File: config.mk
export PLATFORM = sky130hd
export DESIGN_NAME = control_unit
export DESIGN_NICKNAME = d
export VERILOG_FILES = /design/src/rtl/control_unit.sv
export SDC_FILE = /design/constraint.sdc
export NUM_CORES = 1
export LEC_CHECK = 0
export ABC_AREA = 0
export CAP_MARGIN = 20
export CORE_MARGIN = 4
export CORE_UTILIZATION = 42
export CTS_CLUSTER_SIZE = 14
export DETAILED_ROUTE_END_ITERATION = 16
export PLACE_DENSITY_LB_ADDON = 0.12
export SYNTH_ARGS = -nofsm -noshare
export SYNTH_HDL_FRONTEND = slang
export SYNTH_SLANG_ARGS = --single-unit
File: constraint.sdc
create_clock -name clock -period 7.5 [get_ports clock]
set_clock_uncertainty 0.1 [all_clocks]
set_input_delay 1.5 -clock clock [delete_from_list [all_inputs] [get_ports clock]]
set_output_delay 1.5 -clock clock [all_outputs]
set_load 0.02 [all_outputs]
File: src/rtl/control_unit.sv
// Hardwired Moore control sequencer for the Mini-SRC CPU.
//
// Sequences fetch (T0-T2), opcode decode in T3, per-class execute steps (T3-T7), then returns
// to fetch. Every datapath strobe is a decode of the current state, with the IR opcode used
// from T3 onward and CON used in T6 of br.
//
// Ports:
//   clock             system clock, rising edge
//   clear             synchronous active-high reset (forces RST from any state)
//   IR                current instruction, opcode in IR[31:27]
//   CON               branch condition from con_ff
//   stop              pause request, sampled only on the edge that would enter T0
//   Run               1 while sequencing (T0-T7), 0 in RST/PAUSE/HALT
//   PCout ... OutPortin  datapath, ALU, register-select and I/O strobes
module control_unit #(
  parameter int unsigned OP_W = 5,
  parameter int unsigned IR_W = 32
) (
  input  logic            clock,
  input  logic            clear,
  input  logic [IR_W-1:0] IR,
  input  logic            CON,
  input  logic            stop,
  output logic            Run,
  output logic            PCout,
  output logic            IncPC,
  output logic            PCin,
  output logic            MARin,
  output logic            MDRin,
  output logic            MDRout,
  output logic            IRin,
  output logic            Yin,
  output logic            Read,
  output logic            Write,
  output logic            Zlowin,
  output logic            Zhighin,
  output logic            Zlowout,
  output logic            Zhighout,
  output logic            HIin,
  output logic            LOin,
  output logic            HIout,
  output logic            LOout,
  output logic            Gra,
  output logic            Grb,
  output logic            Grc,
  output logic            Rin,
  output logic            Rout,
  output logic            BAout,
  output logic            Cout,
  output logic            CONin,
  output logic            JAL_flag,
  output logic            InPortout,
  output logic            OutPortin
);

  typedef enum logic [3:0] {
    StRst, StT0, StT1, StT2, StT3, StT4, StT5, StT6, StT7, StPause, StHalt
  } state_e;

  // Instruction classes sharing one execute sequence.
  typedef enum logic [3:0] {
    ClsAlu, ClsImm, ClsLdi, ClsLd, ClsSt, ClsMulDiv, ClsNegNot, ClsBr,
    ClsJr, ClsJal, ClsIn, ClsOut, ClsMfhi, ClsMflo, ClsNop, ClsHalt
  } cls_e;

  state_e          state_q;
  state_e          last_step;
  state_e          fetch_entry;
  cls_e            cls;
  logic [OP_W-1:0] opcode;
  logic            unused_ir;

  assign opcode    = IR[IR_W-1 -: OP_W];
  assign unused_ir = ^IR[IR_W-OP_W-1:0];

  always_comb begin
    cls = ClsNop;
    case (opcode)
      5'd0:                                               cls = ClsLd;
      5'd1:                                               cls = ClsLdi;
      5'd2:                                               cls = ClsSt;
      5'd3, 5'd4, 5'd5, 5'd6, 5'd7, 5'd8, 5'd9, 5'd10, 5'd11: cls = ClsAlu;
      5'd12, 5'd13, 5'd14:                                cls = ClsImm;
      5'd15, 5'd16:                                       cls = ClsMulDiv;
      5'd17, 5'd18:                                       cls = ClsNegNot;
      5'd19:                                              cls = ClsBr;
      5'd20:                                              cls = ClsJr;
      5'd21:                                              cls = ClsJal;
      5'd22:                                              cls = ClsIn;
      5'd23:                                              cls = ClsOut;
      5'd24:                                              cls = ClsMfhi;
      5'd25:                                              cls = ClsMflo;
      5'd27:                                              cls = ClsHalt;
      default:                                            cls = ClsNop;
    endcase
  end

  // Final execute step of each class; the edge leaving it goes back to fetch.
  always_comb begin
    last_step = StT3;
    case (cls)
      ClsAlu, ClsImm, ClsLdi: last_step = StT5;
      ClsLd, ClsSt:           last_step = StT7;
      ClsMulDiv, ClsBr:       last_step = StT6;
      ClsNegNot, ClsJal:      last_step = StT4;
      default:                last_step = StT3;
    endcase
  end

  // stop only diverts the return to fetch, so an instruction is never truncated.
  assign fetch_entry = stop ? StPause : StT0;

  always_ff @(posedge clock) begin
    if (clear) begin
      state_q <= StRst;
    end else begin
      case (state_q)
        StRst:   state_q <= StT0;
        StT0:    state_q <= StT1;
        StT1:    state_q <= StT2;
        StT2:    state_q <= StT3;
        StT3: begin
          if (cls == ClsHalt)          state_q <= StHalt;
          else if (last_step == StT3)  state_q <= fetch_entry;
          else                         state_q <= StT4;
        end
        StT4:    state_q <= (last_step == StT4) ? fetch_entry : StT5;
        StT5:    state_q <= (last_step == StT5) ? fetch_entry : StT6;
        StT6:    state_q <= (last_step == StT6) ? fetch_entry : StT7;
        StT7:    state_q <= fetch_entry;
        StPause: state_q <= stop ? StPause : StT0;
        StHalt:  state_q <= StHalt;
        default: state_q <= StRst;
      endcase
    end
  end

  always_comb begin
    Run       = 1'b0;
    PCout     = 1'b0;
    IncPC     = 1'b0;
    PCin      = 1'b0;
    MARin     = 1'b0;
    MDRin     = 1'b0;
    MDRout    = 1'b0;
    IRin      = 1'b0;
    Yin       = 1'b0;
    Read      = 1'b0;
    Write     = 1'b0;
    Zlowin    = 1'b0;
    Zhighin   = 1'b0;
    Zlowout   = 1'b0;
    Zhighout  = 1'b0;
    HIin      = 1'b0;
    LOin      = 1'b0;
    HIout     = 1'b0;
    LOout     = 1'b0;
    Gra       = 1'b0;
    Grb       = 1'b0;
    Grc       = 1'b0;
    Rin       = 1'b0;
    Rout      = 1'b0;
    BAout     = 1'b0;
    Cout      = 1'b0;
    CONin     = 1'b0;
    JAL_flag  = 1'b0;
    InPortout = 1'b0;
    OutPortin = 1'b0;

    case (state_q)
      StT0: begin
        Run = 1'b1; PCout = 1'b1; MARin = 1'b1; IncPC = 1'b1; Zlowin = 1'b1;
      end
      StT1: begin
        Run = 1'b1; Zlowout = 1'b1; PCin = 1'b1; Read = 1'b1; MDRin = 1'b1;
      end
      StT2: begin
        Run = 1'b1; MDRout = 1'b1; IRin = 1'b1;
      end
      StT3: begin
        Run = 1'b1;
        case (cls)
          ClsAlu, ClsImm:      begin Grb = 1'b1; Rout = 1'b1; Yin = 1'b1; end
          ClsLdi, ClsLd, ClsSt: begin Grb = 1'b1; BAout = 1'b1; Yin = 1'b1; end
          ClsMulDiv:           begin Gra = 1'b1; Rout = 1'b1; Yin = 1'b1; end
          ClsNegNot:           begin Grb = 1'b1; Rout = 1'b1; Zlowin = 1'b1; end
          ClsBr:               begin Gra = 1'b1; Rout = 1'b1; CONin = 1'b1; end
          ClsJr:               begin Gra = 1'b1; Rout = 1'b1; PCin = 1'b1; end
          ClsJal:              begin PCout = 1'b1; JAL_flag = 1'b1; end
          ClsIn:               begin InPortout = 1'b1; Gra = 1'b1; Rin = 1'b1; end
          ClsOut:              begin Gra = 1'b1; Rout = 1'b1; OutPortin = 1'b1; end
          ClsMfhi:             begin HIout = 1'b1; Gra = 1'b1; Rin = 1'b1; end
          ClsMflo:             begin LOout = 1'b1; Gra = 1'b1; Rin = 1'b1; end
          default:             ;
        endcase
      end
      StT4: begin
        Run = 1'b1;
        case (cls)
          ClsAlu:                       begin Grc = 1'b1; Rout = 1'b1; Zlowin = 1'b1; end
          ClsImm, ClsLdi, ClsLd, ClsSt: begin Cout = 1'b1; Zlowin = 1'b1; end
          ClsMulDiv: begin
            Grb = 1'b1; Rout = 1'b1; Zlowin = 1'b1; Zhighin = 1'b1;
          end
          ClsNegNot:                    begin Zlowout = 1'b1; Gra = 1'b1; Rin = 1'b1; end
          ClsBr:                        begin PCout = 1'b1; Yin = 1'b1; end
          ClsJal:                       begin Gra = 1'b1; Rout = 1'b1; PCin = 1'b1; end
          default:                      ;
        endcase
      end
      StT5: begin
        Run = 1'b1;
        case (cls)
          ClsAlu, ClsImm, ClsLdi: begin Zlowout = 1'b1; Gra = 1'b1; Rin = 1'b1; end
          ClsLd, ClsSt:           begin Zlowout = 1'b1; MARin = 1'b1; end
          ClsMulDiv:              begin Zlowout = 1'b1; LOin = 1'b1; end
          ClsBr:                  begin Cout = 1'b1; Zlowin = 1'b1; end
          default:                ;
        endcase
      end
      StT6: begin
        Run = 1'b1;
        case (cls)
          ClsLd:     begin Read = 1'b1; MDRin = 1'b1; end
          ClsSt:     begin Gra = 1'b1; Rout = 1'b1; MDRin = 1'b1; end
          ClsMulDiv: begin Zhighout = 1'b1; HIin = 1'b1; end
          ClsBr:     begin Zlowout = 1'b1; PCin = CON; end
          default:   ;
        endcase
      end
      StT7: begin
        Run = 1'b1;
        case (cls)
          ClsLd:   begin MDRout = 1'b1; Gra = 1'b1; Rin = 1'b1; end
          ClsSt:   Write = 1'b1;
          default: ;
        endcase
      end
      default: ;
    endcase
  end

endmodule

==> flow_summary.yaml <==
finish:
  final_layout_size_suffix_gt1_share_pct: 5.56
  final_cell_mix: "38 x clkdlybuf4s50_1, 25 x nor2_1, 24 x nand2_1, 14 x a21oi_1, 13 x nand3_1"
  top_register: "state_q"
  num_antenna_cells: 0
  fin_cells: 246
  largest_register_ffs: 4
  finalNetCount: 258
  final_area_sq_um: 1530
  multi_input_area_sq_um: 975
  syn_to_final_growth_pct: 32.9
  top_regs: "state_q: 4 flops"
  final_common_cell: "clkdlybuf4s50_1"
  n_fill_cell: 244
  regArea_sq_um: 80.1
logic_synthesis:
  synth-seq-area-share_pct: 6.98
  synth_ff_type: "dfxtp_1"
  yosys_warnings: 0
  ys_ff_latch: 4
  synth_cell_types: 57
  yosysTopAreaCellShare_pct: 8.18
  yosysTopAreaCell: "nor2_1"
  yosys-top-cells-area: "nor2_1 8.2%, nand2_1 7.9%, dfxtp_1 7.0%"
  avgSynthCellArea_sq_um: 6.17
  synth_edf_count: 0
  synthArstFlopShare_pct: 0
  synth.net_count: 226
  synthCells: 186
  syn_area_sq_um: 1150
timing:
  period_needed_ns: 6.28
  max_slew_margin_pct: 42.6
  rsz0062_at_grt: "no"
  fin_crit_sh_pct: 83.7
  fmax_mhz: 159
  fin_setup_tns_ns: 0
  tightest_slew_ns: 0.858
  drv_slew: 0
  finalSetupViolations: 0
  finalHoldViolCount: 0
hold_path:
  hold_depth: 2
  hold_start: "state_q[3]"
  worstHoldEndpoint: "state_q[1]"
  hold_class: "reg -> reg"
global_routing:
  grt_max_degree: 23
  grt_usage_pct: 21.6
  gr-total-overflow: 0
  antenna_found_initial: 0
  grt_pass1_vias: 1389
  grt_pass1_wl_mm: 6.09
run:
  max_cap_violations: 0
cts:
  cts_hold_buf: 0
  root_buffer: "clkbuf_4"
  cts_tree: "yes"
  clkSinkCount: 4
  clockBufferDepth: 2
  ctsHtreeMaxLevel: 1
  numCtsBuffers: 3
  cts.repair.resized: 0
  cts.reportedPaths.clkPinSlew_ns: 0.04
  post_cts_buffers: 0
  insertion_delay_ns: 0.23
place:
  portBuffers: 38
  postPlaceCellArea_sq_um: 1500
  post-dp-hpwl_mm: 2.86
  post-place-cells: 243
  gp_congestion: 0.903
worst_setup_path:
  critPathKind: "in -> out"
  cp_top_family: "buffers and inverters"
  cp_slowest_cell: "clkdlybuf4s50_1"
  crit_fanout: 7
  r2r_slack_ns: 5.29
  cp-end-kind: "primary output"
  slowest_delay_ns: 0.61
  r2r-end: "state_q[1]"
  startpoint_type: "input port"
  crit_arrival_ns: 4.68
  critical_path_buf_inv_count: 3
  required_ns: 5.90
  r2r-start: "state_q[2]"
  critPathMostFrequentCell: "clkdlybuf4s50_1"
  rr_worst_depth: 5
  path_cells: "clkdlybuf4s50_1, inv_1, ha_1, or2_1, a311o_1, a22oi_1, nand2_1, o221a_2, or3b_1, clkdlybuf4s50_1"
floorplan:
  num_rows: 18
  core_area_sq_um: 2540
  start_util_pct: 45.1
  pin_count: 66
  die_h_um: 60.3
  dieArea_sq_um: 3630
  die_x_um: 60.3
routing:
  wirelength_mm: 3.80
  drc: 0
  via_per_inst: 6.41
  ant_nets: 0
  first_pass_iters: 5
  wl_per_cell_um: 15.5
  first_iter_violations: 120
  dr_total_vias: 1578
status:
  status: "finished, final reports clean"
power_and_ir_drop:
  power_w: 0.000163
  power_density_nw_per_um2: 107
  irDropWorstVdd_mv: 0.0915
  p_leak_nw: 0.545
through the flow:
stage | util (%) | worst slack, ns | hold slack (ns)
detailed placement | 59.0 | 1.27 | 0.693
global placement | 59.0 | 1.34 | 0.679
CTS | 59.9 | 1.28 | 0.708
finish | 59.9 | 1.22 | 0.725
global route | 59.9 | 1.02 | 0.788
floorplan | - | 2.27 | 0.532
power by group:
part	leakage, nW	internal, W	switching (W)
clock network	0.0138	0.0000179	0.00000820
registers	0.0328	0.0000236	0.00000769
logic	0.498	0.0000437	0.0000622
total	0.545	0.0000852	0.0000781
routing by layer:
| layer | vias up | track usage (%) | wire length [um] |
|---|---|---|---|
| met1 | 704 | 29.3 | 1540 |
| met3 | 13 | 1.94 | 441 |
| li1 | 763 | - | - |
| met4 | 0 | 11.1 | 94 |
| met5 | - | 0 | 0 |
| met2 | 98 | 33.5 | 1720 |
area by class of cell:
class | instances | share of cell area, %
sequential | 4 | 5.25
inverter | 8 | 1.97
tap | 30 | 2.46
timing repair buffer | 38 | 24.9
clock buffer | 3 | 1.48
multi-input combinational | 163 | 63.9
synth_stat cells (all sizes together), types with 3 or more instances:
library cell,instances
and3,3
dfxtp,4
ha,4
nand3,15
clkbuf,6
a211oi,3
or2,3
o221ai,3
a31oi,5
buf,5
o21ai,10
and2,3
nand2,24
nor2,25
a21oi,14
o22ai,3
inv,8
nor3,7
cells by family after synthesis:
kind of cell / count (synthesis) / share of synthesized area (%)
simple gates: 94 / 40.5
compound gates: 63 / 38.5
buf+inv: 19 / 8.07
fa+ha+maj: 4 / 4.36
flops: 4 / 6.98
xor+xnor: 1 / 0.763
mux: 1 / 0.872
tightest hold or removal path: stages (launching register included):
cell,delay [ns]
dfxtp_1,0.40
o21a_1,0.22
o21ai_0,0.16
worst max-delay path by stage:
stage                      start  endpoint  depth (start not counted)  slack (ns)
after global placement    IR[28]      Rout                         10        1.34
after CTS                 IR[28]      Rout                         10        1.28
after global routing      IR[28]      Rout                         10        1.02
after floorplan           IR[27]       Gra                          9        2.27
final                     IR[28]      Rout                         10        1.22
after detailed placement  IR[28]      Rout                         10        1.27
No activity file was read; power rests on OpenSTA's default activity.
